==> src/rtl/cpu_pkg.sv <==
// Shared definitions for the CPU run controller: FSM state encoding and the default halt opcode.
package cpu_pkg;

  typedef enum logic [2:0] {
    ST_IDLE,
    ST_LOAD,
    ST_FILL,
    ST_RUN,
    ST_DONE,
    ST_TOUT
  } state_t;

  localparam logic [3:0] HALT_OP_DEF = 4'b1111;

endpackage

==> src/rtl/sat_counter.sv <==
// Saturating up-counter with synchronous clear; count_next exposes the value the next enabled edge will load.
module sat_counter #(
  parameter int W = 16
) (
  input  logic         clk,
  input  logic         reset,
  input  logic         clr,
  input  logic         en,
  output logic [W-1:0] count,
  output logic [W-1:0] count_next
);

  assign count_next = (count == '1) ? count : count + 1'b1;

  always_ff @(posedge clk or negedge reset) begin
    if (!reset)
      count <= '0;
    else if (clr)
      count <= '0;
    else if (en)
      count <= count_next;
  end

endmodule

==> src/rtl/cpu_run_ctrl.sv <==
// Streams a program into instruction memory (zero-padding the tail), then runs the CPU until halt or timeout.
// Memory-write outputs are registered: each accepted word shows up on im_* the cycle after the accepting edge.
module cpu_run_ctrl
  import cpu_pkg::*;
#(
  parameter int         INST_W     = 8,
  parameter int         ADDR_W     = 4,
  parameter int         CNT_W      = 16,
  parameter int         MAX_CYCLES = 1000,
  parameter logic [3:0] HALT_OP    = HALT_OP_DEF
) (
  input  logic              clk,
  input  logic              reset,
  input  logic              load_valid,
  output logic              load_ready,
  input  logic [INST_W-1:0] load_data,
  input  logic              load_last,
  input  logic              start,
  output logic              im_we,
  output logic [ADDR_W-1:0] im_addr,
  output logic [INST_W-1:0] im_wdata,
  output logic              cpu_rst,
  input  logic [INST_W-1:0] instruction,
  output logic              busy,
  output logic              done,
  output logic              timeout,
  output logic              truncated,
  output logic [CNT_W-1:0]  cycle_count
);

  localparam logic [ADDR_W-1:0] LAST_ADDR = '1;
  localparam logic [CNT_W-1:0]  TOUT_CNT  = CNT_W'(MAX_CYCLES - 1);

  state_t state, state_nxt;
  logic [ADDR_W-1:0] ptr, ptr_nxt, wr_addr;
  logic [INST_W-1:0] wr_data;
  logic [CNT_W-1:0]  cnt_next;
  logic wr_en, accept, is_halt, cnt_clr, cnt_en;
  logic loaded, loaded_nxt, drain, drain_nxt;
  logic done_nxt, tout_nxt, trunc_nxt;
  logic unused_bits;

  assign accept      = load_valid && load_ready;
  assign is_halt     = (instruction[INST_W-1 -: 4] == HALT_OP);
  assign unused_bits = ^instruction[INST_W-5:0];

  sat_counter #(.W(CNT_W)) u_cnt (
    .clk        (clk),
    .reset      (reset),
    .clr        (cnt_clr),
    .en         (cnt_en),
    .count      (cycle_count),
    .count_next (cnt_next)
  );

  always_ff @(posedge clk or negedge reset) begin
    if (!reset)
      state <= ST_IDLE;
    else
      state <= state_nxt;
  end

  always_comb begin
    state_nxt  = state;
    ptr_nxt    = ptr;
    wr_en      = 1'b0;
    wr_addr    = ptr;
    wr_data    = load_data;
    loaded_nxt = loaded;
    drain_nxt  = drain;
    done_nxt   = done;
    tout_nxt   = timeout;
    trunc_nxt  = truncated;
    cnt_clr    = 1'b0;
    cnt_en     = 1'b0;
    unique case (state)
      ST_IDLE, ST_DONE, ST_TOUT: begin
        // After a truncated load, the overflow of that stream is swallowed up to its last word.
        if (accept && drain) begin
          if (load_last)
            drain_nxt = 1'b0;
        end else if (accept) begin
          wr_en      = 1'b1;
          wr_addr    = '0;
          ptr_nxt    = ADDR_W'(1);
          loaded_nxt = 1'b0;
          done_nxt   = 1'b0;
          tout_nxt   = 1'b0;
          trunc_nxt  = 1'b0;
          state_nxt  = load_last ? ST_FILL : ST_LOAD;
        end else if (start && loaded) begin
          cnt_clr   = 1'b1;
          done_nxt  = 1'b0;
          tout_nxt  = 1'b0;
          state_nxt = ST_RUN;
        end
      end
      ST_LOAD: begin
        if (accept) begin
          wr_en   = 1'b1;
          ptr_nxt = ptr + 1'b1;
          if (ptr == LAST_ADDR) begin
            state_nxt  = ST_IDLE;
            loaded_nxt = 1'b1;
            trunc_nxt  = !load_last;
            drain_nxt  = !load_last;
          end else if (load_last) begin
            state_nxt = ST_FILL;
          end
        end
      end
      ST_FILL: begin
        wr_en   = 1'b1;
        wr_data = '0;
        ptr_nxt = ptr + 1'b1;
        if (ptr == LAST_ADDR) begin
          state_nxt  = ST_IDLE;
          loaded_nxt = 1'b1;
        end
      end
      ST_RUN: begin
        // The halting cycle is counted too; halt wins over a simultaneous timeout.
        cnt_en = 1'b1;
        if (is_halt) begin
          state_nxt = ST_DONE;
          done_nxt  = 1'b1;
        end else if (cnt_next == TOUT_CNT) begin
          state_nxt = ST_TOUT;
          tout_nxt  = 1'b1;
        end
      end
      default: state_nxt = ST_IDLE;
    endcase
  end

  always_ff @(posedge clk or negedge reset) begin
    if (!reset) begin
      ptr        <= '0;
      loaded     <= 1'b0;
      drain      <= 1'b0;
      done       <= 1'b0;
      timeout    <= 1'b0;
      truncated  <= 1'b0;
      im_we      <= 1'b0;
      im_addr    <= '0;
      im_wdata   <= '0;
      load_ready <= 1'b0;
      busy       <= 1'b0;
      cpu_rst    <= 1'b1;
    end else begin
      ptr        <= ptr_nxt;
      loaded     <= loaded_nxt;
      drain      <= drain_nxt;
      done       <= done_nxt;
      timeout    <= tout_nxt;
      truncated  <= trunc_nxt;
      im_we      <= wr_en;
      if (wr_en) begin
        im_addr  <= wr_addr;
        im_wdata <= wr_data;
      end
      load_ready <= state_nxt inside {ST_IDLE, ST_LOAD, ST_DONE, ST_TOUT};
      busy       <= wr_en || (state_nxt inside {ST_LOAD, ST_FILL, ST_RUN});
      cpu_rst    <= (state_nxt != ST_RUN);
    end
  end

endmodule
==> config.mk <==
export PLATFORM = sky130hd
export DESIGN_NAME = cpu_run_ctrl
export DESIGN_NICKNAME = d
export VERILOG_FILES = /design/src/rtl/cpu_pkg.sv /design/src/rtl/sat_counter.sv /design/src/rtl/cpu_run_ctrl.sv
export SDC_FILE = /design/constraint.sdc
export NUM_CORES = 1
export LEC_CHECK = 0
export ABC_AREA = 1
export CAP_MARGIN = 20
export CELL_PAD_IN_SITES_DETAIL_PLACEMENT = 0
export CELL_PAD_IN_SITES_GLOBAL_PLACEMENT = 1
export CORE_MARGIN = 2
export CORE_UTILIZATION = 37
export CTS_BUF_LIST = sky130_fd_sc_hd__clkbuf_2
export CTS_CLUSTER_DIAMETER = 60
export DETAILED_ROUTE_END_ITERATION = 7
export PLACE_DENSITY_LB_ADDON = 0.1
export REMOVE_ABC_BUFFERS = 1
export SYNTH_ARGS = -nofsm -noshare
export SYNTH_HDL_FRONTEND = slang
export SYNTH_SLANG_ARGS = --single-unit
==> constraint.sdc <==
create_clock -name clk -period 2.5 [get_ports clk]
set_clock_uncertainty 0.15 [all_clocks]
set_input_delay 0.375 -clock clk [delete_from_list [all_inputs] [get_ports clk]]
set_output_delay 0.375 -clock clk [all_outputs]
set_load 0.1 [all_outputs]
==> results.cfg <==
[flow_run]
cap_violations = 0

[critical_path]
worstPathRequired_ns = 2.67
reg2reg_depth = 15
cp_cell_sequence = ha_1 -> nand2_2 -> nor2_4 -> nand2_4 -> nor2_8 -> inv_4 -> nand3_1 -> nor2_1 -> nand3_1 -> nor2_2 -> nand2_1 -> nand2_1 -> nand2_1 -> nand3_1 -> nand2_1
path_max_fanout = 9
critical_path.startpoint_type = register
timing.rr.start = u_cnt.count[0]$_DFFE_PN0P_
cpPeakStageDelay_ns = 0.43
critical_path.startpoint = u_cnt.count[0]$_DFFE_PN0P_
r2r_end = busy$_DFF_PN0_
crit_path_top_delay_cell = dfrtp_1
endpoint_kind = register
ff2ff_setup_slack_ns = 0.26
critical-path-top-delay-family = simple AND/OR/NAND/NOR gates
critPathBufInv = 1
critPathKind = register to register
cp_data_arrival_time_ns = 2.41
crit_top_cell = nand2_1

[routing]
wirelength_um = 6121
drt-initial-drc-count = 98
dr.pass1.iters = 4
vias = 2209
viasPerCell = 4.920
drc = 0
ant_nets = 0
wl_per_cell_um = 13.63

[floorplanning]
die-width_um = 84.52
fp-row-count = 29
die_h_um = 84.52
start_util = 0.3799
die_area_mm2 = 0.007143
core_mm2 = 0.006314
pin_count = 56

[global_routing]
grt_max_degree = 45
grt_usage = 0.1770
grt-ovfl-total = 0
grt_pass1_wl_um = 10070
antenna_found_initial = 0
grt_pass1_vias = 2109

[sta]
worstMarginPinSlew_ns = 0.5883
fin_crit_ns = 2.239
setup_violations = 0
slew_headroom = 0.6078
max_freq_mhz = 446.7
hold_violations = 0
finalMaxSlewViolations = 0
setup_ws_ns = 0.2614
rsz0062_at_grt = false
finalCritPeriodShare = 0.8955

[clocking]
clock_latency_ns = 0.42
cts_buffers = 5
cts_tree = built
cts_root_buffer = clkbuf_2
path_clk_slew_ns = 0.26
hold_buffers = 1
cts.sinks = 44
cts_resized = 0
clockBufferDepth = 2
cts_setup_buffers = 0
htree_levels = 2

[placement]
place_hpwl_um = 4557
io_buffer_count = 51
place_area_mm2 = 0.002954
gp_congestion = 0.8161
place_ws_ns = 0.2668
dp_cells = 440

[final_layout]
finalNetCount = 394
layout-drive-gt1-share = 0.2097
postLayoutCellArea_mm2 = 0.003032
diodes = 0
fill_cells = 665
fin_cells = 449
final_core_util = 0.4802
layout_common_cells = nand2_1, dfrtp_1, buf_4
final_common_cell = nand2_1
area_growth_pct = 26.40

[run_status]
status = finished clean

[yosys]
synthSimpleGateAreaFrac = 0.2963
synthMuxAreaShare = 0
synth_cells = 308
synth-xor-area-share = 0.01826
synth_compound_area_frac = 0.1330
ys_seq_elements = 44
yosys_warnings = 0
avgSynthCellArea_um2 = 7.788
syn-cell-area_mm2 = 0.002399
synthAdderAreaFrac = 0.01043
ys_types = 33
synth_top_family_by_area = simple AND/OR/NAND/NOR gates
synth_seq_area_share = 0.4596

[worst_hold_path]
min_path_type = input pin to asynchronous set/reset pin
[stage by stage]
step / setup TNS (ns) / hold slack [ns]
after floorplan: -0.7817 / -0.07059
after global placement: 0 / 0.3210
final: 0 / 0.3622
after CTS: 0 / 0.3612
after global routing: 0 / 0.3436
after detailed placement: 0 / 0.3237
[cells by family (layout without fill, tap and decap cells)]
logic type	count (synthesis)	after routing
AND/OR/NAND/NOR	154	154
AO/OA/AOI/OAI	52	52
buffers and inverters	51	115
flip-flops	44	44
XOR/XNOR	5	5
adder cells (fa/ha/maj)	2	2
[tightest hold or removal path: stages]
cell,delay [ns]
dlygate4sd3_1,0.51
buf_2,0.09
buf_4,0.47
[synthesized netlist by cell type]
cell type / number / share of area
nand4_1: 8 / 0.021
clkinv_1: 1 / 0.0016
inv_2: 4 / 0.0063
or2_2: 3 / 0.0078
or2_1: 1 / 0.0026
nor3_1: 4 / 0.0083
o31ai_1: 3 / 0.0094
nor2_2: 9 / 0.023
inv_1: 41 / 0.064
nand2_1: 68 / 0.11
nor2_8: 1 / 0.0083
nand3_1: 21 / 0.044
dfrtp_1: 43 / 0.45
inv_4: 1 / 0.0026
o21a_1: 1 / 0.0031
clkbuf_1: 1 / 0.0016
dfstp_2: 1 / 0.011
nor2_4: 2 / 0.0094
buf_2: 3 / 0.0063
o21ai_1: 1 / 0.0021
a22o_1: 8 / 0.029
o21ai_0: 19 / 0.040
a22oi_1: 1 / 0.0031
a31oi_1: 1 / 0.0026
nand2_2: 4 / 0.010
ha_1: 2 / 0.010
nand2_4: 1 / 0.0047
a21oi_1: 9 / 0.019
o21ai_2: 1 / 0.0037
xor2_1: 5 / 0.018
nor2_1: 32 / 0.050
o22ai_1: 7 / 0.018
o21bai_1: 1 / 0.0031
[area by class of cell]
cell class	count	area, um^2	area share
Clock buffer	5	25.02	0.008254
Multi-Input combinational cell	213	1099	0.3624
Sequential cell	44	1102	0.3636
Clock inverter	3	42.54	0.01403
Inverter	47	178.9	0.05902
Tap cell	77	96.34	0.03178
Timing Repair Buffer	60	488.0	0.1610
[registers in the layout, indices dropped and copies added, names as in the netlist]
| name | count |
|---|---|
| load_ready | 1 |
| drain | 1 |
| im_wdata | 8 |
| cpu_rst | 1 |
| loaded | 1 |
| busy | 1 |
| truncated | 1 |
| u_cnt.count | 16 |
| timeout | 1 |
| im_we | 1 |
| im_addr | 4 |
| done | 1 |
| ptr | 4 |
| state | 3 |
[worst max-delay path by stage]
stage / to / slack, ns / cells after the start
after global routing: busy$_DFF_PN0_ / 0.06 / 14
after floorplan: busy$_DFF_PN0_ / -0.24 / 16
final: busy$_DFF_PN0_ / 0.26 / 15
after detailed placement: busy$_DFF_PN0_ / 0.27 / 15
after CTS: busy$_DFF_PN0_ / 0.25 / 15
after global placement: busy$_DFF_PN0_ / 0.28 / 15
[per-layer routing]
layer	part of all wire	routed length, um	track usage	vias up
li1	-	-	-	1130
met1	0.46	2797	0.2246	1032
met2	0.50	3030	0.3078	41
met3	0.037	227	0.03540	6
met4	0.011	65	0.04762	0
met5	0	0	0	-
Power is left out: the tool's default activity adds up to more than one toggle a clock period on the data nets, which glitch-free logic cannot reach.
